===== config.mk =====
export PLATFORM = sky130hd
export DESIGN_NAME = data_mem_access_unit
export DESIGN_NICKNAME = d
export VERILOG_FILES = /design/src/rtl/lsu_pkg.sv /design/src/rtl/lsu_load_align.sv /design/src/rtl/data_mem_access_unit.sv
export SDC_FILE = /design/constraint.sdc
export NUM_CORES = 1
export LEC_CHECK = 0
export ABC_AREA = 1
export ABC_CLOCK_PERIOD_IN_PS = 11160
export CAP_MARGIN = 30
export CORE_MARGIN = 2
export CORE_UTILIZATION = 39
export CTS_CLUSTER_SIZE = 30
export DETAILED_ROUTE_END_ITERATION = 8
export PLACE_DENSITY = 0.7
export REMOVE_ABC_BUFFERS = 1
export SKIP_CTS_REPAIR_TIMING = 1
export SKIP_LAST_GASP = 1
export SYNTH_ARGS = -nofsm -noshare
export SYNTH_HDL_FRONTEND = slang
export SYNTH_SLANG_ARGS = --single-unit

===== constraint.sdc =====
create_clock -name clk -period 11.16 [get_ports clk]
set_clock_uncertainty 0.05 [all_clocks]
set_input_delay 1.674 -clock clk [delete_from_list [all_inputs] [get_ports clk]]
set_output_delay 1.674 -clock clk [all_outputs]
set_load 0.05 [all_outputs]

===== src/rtl/lsu_pkg.sv =====
// Shared definitions for the RV32I load/store unit: funct3 encodings,
// FSM state type and lane/byte-enable helpers used by the LSU modules.
package lsu_pkg;

    localparam logic [2:0] F3_B  = 3'b000;
    localparam logic [2:0] F3_H  = 3'b001;
    localparam logic [2:0] F3_W  = 3'b010;
    localparam logic [2:0] F3_BU = 3'b100;
    localparam logic [2:0] F3_HU = 3'b101;

    typedef enum logic [1:0] {
        IDLE,
        REQ,
        WAIT,
        RESP
    } lsu_state_e;

    // Unsigned variants only exist for loads.
    function automatic logic f3_ok(input logic we, input logic [2:0] f3);
        case (f3)
            F3_B, F3_H, F3_W: return 1'b1;
            F3_BU, F3_HU:     return !we;
            default:          return 1'b0;
        endcase
    endfunction

    function automatic logic is_misaligned(input logic [2:0] f3,
                                           input logic [1:0] a);
        case (f3[1:0])
            2'b01:   return a[0];
            2'b10:   return a != 2'b00;
            default: return 1'b0;
        endcase
    endfunction

    // Lane offset with the offending low bits cleared (forced alignment).
    function automatic logic [1:0] align_off(input logic [2:0] f3,
                                             input logic [1:0] a);
        case (f3[1:0])
            2'b01:   return {a[1], 1'b0};
            2'b10:   return 2'b00;
            default: return a;
        endcase
    endfunction

    function automatic logic [3:0] calc_be(input logic [2:0] f3,
                                           input logic [1:0] off);
        case (f3[1:0])
            2'b00:   return 4'b0001 << off;
            2'b01:   return 4'b0011 << off;
            default: return 4'hF;
        endcase
    endfunction

    // Replication places the datum on every lane it could target.
    function automatic logic [31:0] lane_data(input logic [2:0] f3,
                                              input logic [31:0] wd);
        case (f3[1:0])
            2'b00:   return {4{wd[7:0]}};
            2'b01:   return {2{wd[15:0]}};
            default: return wd;
        endcase
    endfunction

endpackage


===== src/rtl/lsu_load_align.sv =====
// Load data aligner: selects the addressed byte/half of the read word and
// sign- or zero-extends it. Ports: rdata (word), off (lane), funct3, data.
module lsu_load_align
    import lsu_pkg::*;
(
    input  logic [31:0] rdata,
    input  logic [1:0]  off,
    input  logic [2:0]  funct3,
    output logic [31:0] data
);

    logic [31:0] sh;
    logic [7:0]  b;
    logic [15:0] h;

    always_comb begin
        sh = rdata >> {off, 3'b000};
        b  = sh[7:0];
        h  = sh[15:0];
        case (funct3)
            F3_B:    data = {{24{b[7]}}, b};
            F3_BU:   data = {24'h0, b};
            F3_H:    data = {{16{h[15]}}, h};
            F3_HU:   data = {16'h0, h};
            default: data = rdata;
        endcase
    end

endmodule


===== src/rtl/data_mem_access_unit.sv =====
// Load/store unit between execute and data memory (req/gnt + rvalid port).
// Ports: req_* core request, rsp_* one-cycle response, mem_* memory side.
// Optional MISALIGN_TRAP_EN: misaligned H/W accesses respond with an error
// instead of being forced to alignment.
module data_mem_access_unit
    import lsu_pkg::*;
#(
    parameter int unsigned TIMEOUT_CYC = 255
) (
    input  logic        clk,
    input  logic        rst,
    input  logic        req_valid,
    output logic        req_ready,
    input  logic [2:0]  req_funct3,
    input  logic        req_we,
    input  logic [31:0] req_addr,
    input  logic [31:0] req_wdata,
    output logic        rsp_valid,
    output logic [31:0] rsp_rdata,
    output logic        rsp_err,
    output logic        mem_req,
    output logic        mem_we,
    output logic [31:0] mem_addr,
    output logic [3:0]  mem_be,
    output logic [31:0] mem_wdata,
    input  logic        mem_gnt,
    input  logic        mem_rvalid,
    input  logic [31:0] mem_rdata
);

    localparam int unsigned CW =
        (TIMEOUT_CYC < 2) ? 1 : $clog2(TIMEOUT_CYC + 1);
    // Timeout fires on the edge where the counter would reach TIMEOUT_CYC.
    localparam logic [CW-1:0] CNT_LAST =
        CW'((TIMEOUT_CYC == 0) ? 0 : TIMEOUT_CYC - 1);

    lsu_state_e    state;
    logic [CW-1:0] cnt;
    logic [2:0]    f3_q;
    logic [1:0]    off_q;
    logic [31:0]   load_data;
    logic [1:0]    off_in;
    logic          trap;
    logic          acc_ok;
    logic          timeout;

    assign req_ready = (state == IDLE);
    assign off_in    = align_off(req_funct3, req_addr[1:0]);

`ifdef MISALIGN_TRAP_EN
    assign trap = is_misaligned(req_funct3, req_addr[1:0]);
`else
    assign trap = 1'b0;
`endif

    assign acc_ok  = f3_ok(req_we, req_funct3) && !trap;
    assign timeout = (TIMEOUT_CYC != 0) && (cnt == CNT_LAST);

    lsu_load_align u_align (
        .rdata  (mem_rdata),
        .off    (off_q),
        .funct3 (f3_q),
        .data   (load_data)
    );

    always_ff @(posedge clk or posedge rst) begin
        if (rst) begin
            state     <= IDLE;
            cnt       <= '0;
            f3_q      <= '0;
            off_q     <= '0;
            mem_req   <= 1'b0;
            mem_we    <= 1'b0;
            mem_addr  <= '0;
            mem_be    <= '0;
            mem_wdata <= '0;
            rsp_valid <= 1'b0;
            rsp_rdata <= '0;
            rsp_err   <= 1'b0;
        end else begin
            unique case (state)
                IDLE: begin
                    if (req_valid) begin
                        if (acc_ok) begin
                            state     <= REQ;
                            cnt       <= '0;
                            mem_req   <= 1'b1;
                            mem_we    <= req_we;
                            mem_addr  <= {req_addr[31:2], 2'b00};
                            mem_be    <= calc_be(req_funct3, off_in);
                            mem_wdata <= lane_data(req_funct3, req_wdata);
                            f3_q      <= req_funct3;
                            off_q     <= off_in;
                        end else begin
                            // Rejected without touching memory.
                            state     <= RESP;
                            rsp_valid <= 1'b1;
                            rsp_err   <= 1'b1;
                            rsp_rdata <= '0;
                        end
                    end
                end
                REQ: begin
                    // Grant beats a coincident timeout; rvalid is ignored here.
                    if (mem_gnt) begin
                        mem_req <= 1'b0;
                        cnt     <= '0;
                        if (mem_we) begin
                            state     <= RESP;
                            rsp_valid <= 1'b1;
                            rsp_err   <= 1'b0;
                            rsp_rdata <= '0;
                        end else begin
                            state <= WAIT;
                        end
                    end else if (timeout) begin
                        mem_req   <= 1'b0;
                        state     <= RESP;
                        rsp_valid <= 1'b1;
                        rsp_err   <= 1'b1;
                        rsp_rdata <= '0;
                    end else begin
                        cnt <= cnt + 1'b1;
                    end
                end
                WAIT: begin
                    if (mem_rvalid) begin
                        state     <= RESP;
                        rsp_valid <= 1'b1;
                        rsp_err   <= 1'b0;
                        rsp_rdata <= load_data;
                    end else if (timeout) begin
                        state     <= RESP;
                        rsp_valid <= 1'b1;
                        rsp_err   <= 1'b1;
                        rsp_rdata <= '0;
                    end else begin
                        cnt <= cnt + 1'b1;
                    end
                end
                RESP: begin
                    state     <= IDLE;
                    rsp_valid <= 1'b0;
                    rsp_err   <= 1'b0;
                    rsp_rdata <= '0;
                end
                default: state <= IDLE;
            endcase
        end
    end

endmodule


==> results.sh <==
export IMPL_layout_drive_gt1_share=0.0540
export IMPL_pwr_share_seq=0.267
export IMPL_critPathKind="primary input to register"
export IMPL_setup_worst_path_end_class="register"
export IMPL_dieHeight_um=131
export IMPL_crit_fanout=83
export IMPL_final_nets=1161
export IMPL_ant_nets=0
export IMPL_pre_cts_ws_ns=5.99
export IMPL_grt_max_degree=84
export IMPL_final_common_cell="nand2_1"
export IMPL_synth_top_area_share=0.467
export IMPL_htreeDepth=4
export IMPL_status="finished clean"
export IMPL_die_w_um=131
export IMPL_grt_usage=0.225
export IMPL_ys_warn_count=0
export IMPL_max_cap_violations=0
export IMPL_rsz0062_at_grt="false"
export IMPL_hold_viol=0
export IMPL_layout_common_cells="nand2_1, clkdlybuf4s50_1, dfrtp_1"
export IMPL_worst_hold_slack_ns=0.414
export IMPL_num_io_pins=210
export IMPL_row_count=46
export IMPL_gp_congestion=0.859
export IMPL_antenna_found_initial=0
export IMPL_p_sw_frac=0.503
export IMPL_worstHoldPathType="register to register"
export IMPL_n_fill_cell=1501
export IMPL_cp_start_kind="primary input"
export IMPL_dpl_hpwl_mm=13.2
export IMPL_grt_pass1_vias=5930
export IMPL_timing_slew_headroom=0.386
export IMPL_clk_latency_ns=0.42
export IMPL_tightest_slew_ns=0.920
export IMPL_final_setup_viol_count=0
export IMPL_fin_ws_ns=6.41
export IMPL_fin_cells=1272
export IMPL_place_inst=1243
export IMPL_antennaDiodeCount=0
export IMPL_synthCells=859
export IMPL_fp_coreArea_mm2=0.0158
export IMPL_seqCellArea_mm2=0.00293
export IMPL_synth_area_leaders="dfrtp_1, nand2_1, o21ai_0"
export IMPL_dr_pass1_iters=5
export IMPL_slew_viol_final=0
export IMPL_routed_via_density=4.83
export IMPL_p_comb_frac=0.554
export IMPL_clock_path_buffers=2
export IMPL_cts_tree="yes"
export IMPL_internal_power_mw=1.40
export IMPL_vias=6150
export IMPL_drcViolationCount=0
export IMPL_cp_arrival_ns=4.96
export IMPL_first_iter_violations=335
export IMPL_dieArea_mm2=0.0171
export IMPL_routedWlPerCell_um=14.6
export IMPL_wl_mm=18.6
export IMPL_irDropWorstVdd_uv=208
export IMPL_ys_types=32
export IMPL_power_switching_mw=1.41
export IMPL_initial_utilization=0.397
export IMPL_worst_endpoint_required_ns=11.38
export IMPL_area_growth_synth_to_final_pct=43.2
export IMPL_fmax_ghz=0.211
export IMPL_synth_area_per_cell_um2=7.30
export IMPL_grt_pass1_wl_mm=29.9
export IMPL_clock_sinks=117
export IMPL_multiInputGateArea_mm2=0.00293
export IMPL_power_frac_clock=0.179
export IMPL_synth_top_cell_by_area="dfrtp_1"
export IMPL_max_stage_delay_ns=0.68
export IMPL_final_min_clock_period_ns=4.75
export IMPL_overflow=0
export IMPL_cts_buffers=17
export IMPL_power_density_mw_per_mm2=313
export IMPL_synth_seq_cells=117
export IMPL_worstPathCellList="clkdlybuf4s50_1 -> inv_1 -> ha_1 -> nor2_4 -> inv_4 -> nand2_4 -> nand2_2 -> nand2_2 -> nor2_4 -> inv_2 -> buf_4 -> nand2_1 -> o21ai_1"
export IMPL_clk_pin_slew_ns=0.05
export IMPL_fin_setup_tns_ns=0
export IMPL_syn_area_mm2=0.00627
export IMPL_ys_seq_area_frac=0.467
export IMPL_port_buffers=207
export IMPL_clock_root_buffer="clkbuf_16"
export IMPL_fin_crit_sh=0.425
export IMPL_critPathSlowestCell="nor2_4"
export IMPL_p_leak_nw=4.34
==> cells in the mapped netlist <==
master       n
nand2_4      2
nand2_2      4
a21oi_1     45
nor3_1       4
conb_1       1
dfrtp_1    117
nor2_1      22
buf_2       15
ha_1        10
xnor2_1      1
o21ai_1     17
inv_4        2
nand4_1      1
nor2_2       1
clkbuf_1    17
nor2_4       5
nand2_1    385
o221ai_1     1
buf_1        5
a31oi_1      2
or2_2        5
a2bb2oi_1    4
inv_1       48
o211ai_1     9
buf_4        4
xor2_1       3
o21ai_0     92
nand3_1     28
buf_6        2
nand3_2      2
inv_2        4
o31ai_1      1
==> flip-flops by register name, summed over array words and instances (netlist names) <==
signal and flops:
cnt 8, f3_q 3, mem_addr 30, mem_be 4, mem_req 1, mem_wdata 32
mem_we 1, off_q 2, rsp_err 1, rsp_rdata 32, rsp_valid 1, state 2
==> worst max-delay path, delay by kind of cell <==
| family | cells | cell delay [ns] |
|---|---|---|
| AOI/OAI and AO/OA | 1 | 0.07 |
| adders and majority gates | 1 | 0.47 |
| buffers and inverters | 5 | 1.51 |
| and+or+nand+nor | 6 | 1.18 |
==> per-layer routing <==
metal | up-vias | GRT usage | wire length (um)
met5 | - | 0 | 0
met4 | 0 | 0.0651 | 280
met3 | 23 | 0.0981 | 2100
met2 | 224 | 0.344 | 8090
met1 | 2792 | 0.291 | 8130
li1 | 3111 | - | -
==> final cells by class <==
cell class              instances  share of cell area
flip-flops and latches        117               0.326
repair buffers                210               0.234
well taps                     216              0.0301
multi-input cells             646               0.326
inverters                      54              0.0234
clock inverters                 9             0.00920
clock buffers                  20              0.0509
==> power groups by stage <==
stage	Sequential, mW	Combinational [mW]	Clock, mW
3_5_place_dp	0.747	1.56	0
3_3_place_gp	0.752	1.55	0
5_1_grt	0.775	1.68	0.533
6_report	0.751	1.56	0.504
4_1_cts	0.751	1.57	0.515
2_1_floorplan	1.28	0.486	0
==> path summary, 6_finish.rpt <==
check	start	endpoint	slack, ns	cells after the start
worst min register to register	mem_addr[19]	mem_addr[19]	0.41	2
worst max register to register	state[0]	mem_wdata[20]	8.22	8
worst min-delay path	mem_addr[19]	mem_addr[19]	0.41	2
worst max-delay path	req_funct3[1]	mem_wdata[20]	6.41	13
max in group asynchronous	rst	rsp_rdata[15]	8.13	3
min in group asynchronous	rst	mem_addr[25]	1.62	2
==> stage by stage <==
stage	cell area, um^2	util	power [mW]
after global routing	8970	0.569	2.99
final	8970	0.569	2.81
after floorplan	6060	-	1.76
after CTS	8970	0.569	2.84
after detailed placement	8440	0.535	2.31
after global placement	8420	0.534	2.30
==> kinds of logic (layout without fill, tap and decap cells) <==
family / after synthesis / after routing / share of synthesized area
other cells: 1 / 2 / 0.000598
compound gates: 171 / 171 / 0.144
fa+ha+maj: 10 / 10 / 0.0200
simple gates: 459 / 459 / 0.296
xor+xnor: 4 / 4 / 0.00559
flops: 117 / 117 / 0.467
buf+inv: 97 / 293 / 0.0667
Power figures use the tool's default switching activity.
==> variant: new RTL, config.mk and constraints unchanged <==
Encoding of `lsu_state_e`: now one-hot (4 bits for 4 states).
--- a/src/rtl/lsu_pkg.sv
+++ b/src/rtl/lsu_pkg.sv
@@ -10,7 +10,7 @@
 
-    typedef enum logic [1:0] {
-        IDLE,
-        REQ,
-        WAIT,
-        RESP
+    typedef enum logic [3:0] {
+        IDLE = 4'b0001,
+        REQ  = 4'b0010,
+        WAIT = 4'b0100,
+        RESP = 4'b1000
     } lsu_state_e;
Check against the original RTL: no difference found for any inputs over 4 cycles, from zero or initial values and one cycle with rst high; so few cycles prove little.
==> variant against the original RTL <==
  * Design area up 2.5%
  * Total power down 14%
  * Core utilization down 1.0 points
  * Die area up 4.0%
  * Sequential cell count up 2
  * Wire length up 8.5%
  * Area after synthesis up 4.2%
  * Via count up 8.6%
  * Synthesized cell count up 3.6%
  * Critical path depth down 2
  * Worst setup slack better by 0.17 ns
  * Critical path type unchanged
  * Critical endpoint is now mem_wdata[21]
  * Largest cell class is now multi-input gates
  * Highest routed layer unchanged
==> variant: results (changes against the original RTL) <==
status -> completed
dpl hpwl -> 13.6 mm (+3.0%)
Worst Setup SP -> req_funct3[1]
fillcell total -> 1513 (+0.80%)
CTS buffer count -> 17 (unchanged)
Final GP Congestion -> 0.847 (-1.4%)
Max rail drop VDD -> 0.212 mV (+1.7%)
DR iter-0 viols -> 513 (+53%)
clock period minus worst slack -> 4.58 ns (-0.168 ns)
overall routed net length -> 20.2 mm (+8.5%)
vias per cell -> 5.13 (+6.0%)
PD cells -> 263 nW/um2 (-16%)
Synth area leaders -> dfrtp_1, nand2_1, nand3_1
mean area per synthesized cell -> 7.33 um2 (+0.52%)
dominant synthesized flop cell -> dfrtp_1
clk root buf -> clkbuf_16
R2R cell count -> 8 (unchanged)
Final Hold Viols -> 0 (unchanged)
worst slew pin tran -> 0.921 ns (+0.00120 ns)
placed cell areas -> 8630 um2 (+2.3%)
routed via count -> 6678 (+8.6%)
min-delay src -> rsp_valid
clock insertion delay at the later pin of the skew report -> 0.42 ns (about the same)
maximum fanout along the worst path -> 90 (+8.4%)
initial antenna violation count -> 0 (unchanged)
static leakage -> 4.39 nW (+1.2%)
pre-CTS WS -> 6.17 ns (+0.180 ns)
CTS max path bufs -> 2 (unchanged)
DRT Pass-1 Iters -> 6 (+1)
vias in the first global route -> 6368 (+7.4%)
Worst Path Arrival -> 4.80 ns (-0.16 ns)
share of cells above drive strength 1 -> 0.0711 (+0.0171)
yosys warns -> 0 (unchanged)
htree depth -> 4 (unchanged)
Setup CP Type -> input pin to flip-flop
Antenna Cells -> 0 (unchanged)
number of instances in the placed design -> 1271 (+2.3%)
Total GRT Usage -> 0.228 (+0.00328)
R2R Path End -> mem_wdata[21]
largest net degree at the start of global routing -> 91 (+8.3%)
Largest regs -> mem_wdata: 32 flops, rsp_rdata: 32 flops, mem_addr: 30 flops
reg-to-reg setup timing slack -> 8.61 ns (+0.39 ns)
Post-synth top cells -> nand2_1, nand3_1, dfrtp_1, o21ai_0, inv_1
Yosys cell types -> 36 (+13%)
worst hold path type -> flip-flop to flip-flop
clk slew on worst S/H paths -> 0.06 ns
fraction of registers with async set/reset -> 1.00 (unchanged)
global-route wire length before repair -> 32.3 mm (+7.9%)
Nets -> 1180 (+1.6%)
IO Port Bufs -> 207 (unchanged)
register area share after synthesis -> 0.456 (-0.0108)
Worst R2R Start -> state[0]
## variant: area by class of cell
cell class | count | share of cell area
clock buffer | 21 | 0.0511
clock inverter | 11 | 0.0107
inverter | 54 | 0.0226
multi-input combinational | 667 | 0.333
sequential | 119 | 0.324
tap | 220 | 0.0299
timing repair buffer | 211 | 0.228
## variant: worst max-delay path: stages
cell and delay (ns):
clkdlybuf4s50_1 0.51, inv_1 0.09, ha_1 0.37, nor2_4 0.46
o21ai_1 0.14, nand2_1 0.10, inv_1 0.08, nand2_4 0.59
inv_4 0.42, nor2_1 0.21, a31oi_1 0.06
## variant: report_power, final
part           internal, mW  switching (mW)
Clock                 0.323           0.207
Combinational         0.383           0.817
Sequential            0.568           0.120
Total                  1.27            1.14
## variant: routing by layer
metal | track usage | wire, um | vias to the layer above
met4 | 0.0827 | 416 | 0
met5 | 0 | 0 | -
li1 | - | - | 3255
met1 | 0.294 | 8770 | 3120
met2 | 0.350 | 8940 | 271
met3 | 0.0887 | 2050 | 32
## variant: worst min path at each step
stage                    to  slack, ns  cells after the start
2_1_floorplan       f3_q[2]       0.42                      2
3_3_place_gp   mem_addr[15]       0.41                      2
3_5_place_dp    mem_addr[2]       0.41                      2
4_1_cts         mem_addr[2]       0.43                      2
5_1_grt        mem_addr[11]       0.44                      2
6_report          rsp_valid       0.43                      2
## variant: cells by family after synthesis
kind of cell | synth area share
DFF | 0.456
adders and majority gates | 0.00958
other | 0.000574
AOI/OAI and AO/OA | 0.0976
xor gates and xnor gates | 0.00134
buffers and inverters | 0.0748
and+or+nand+nor | 0.360
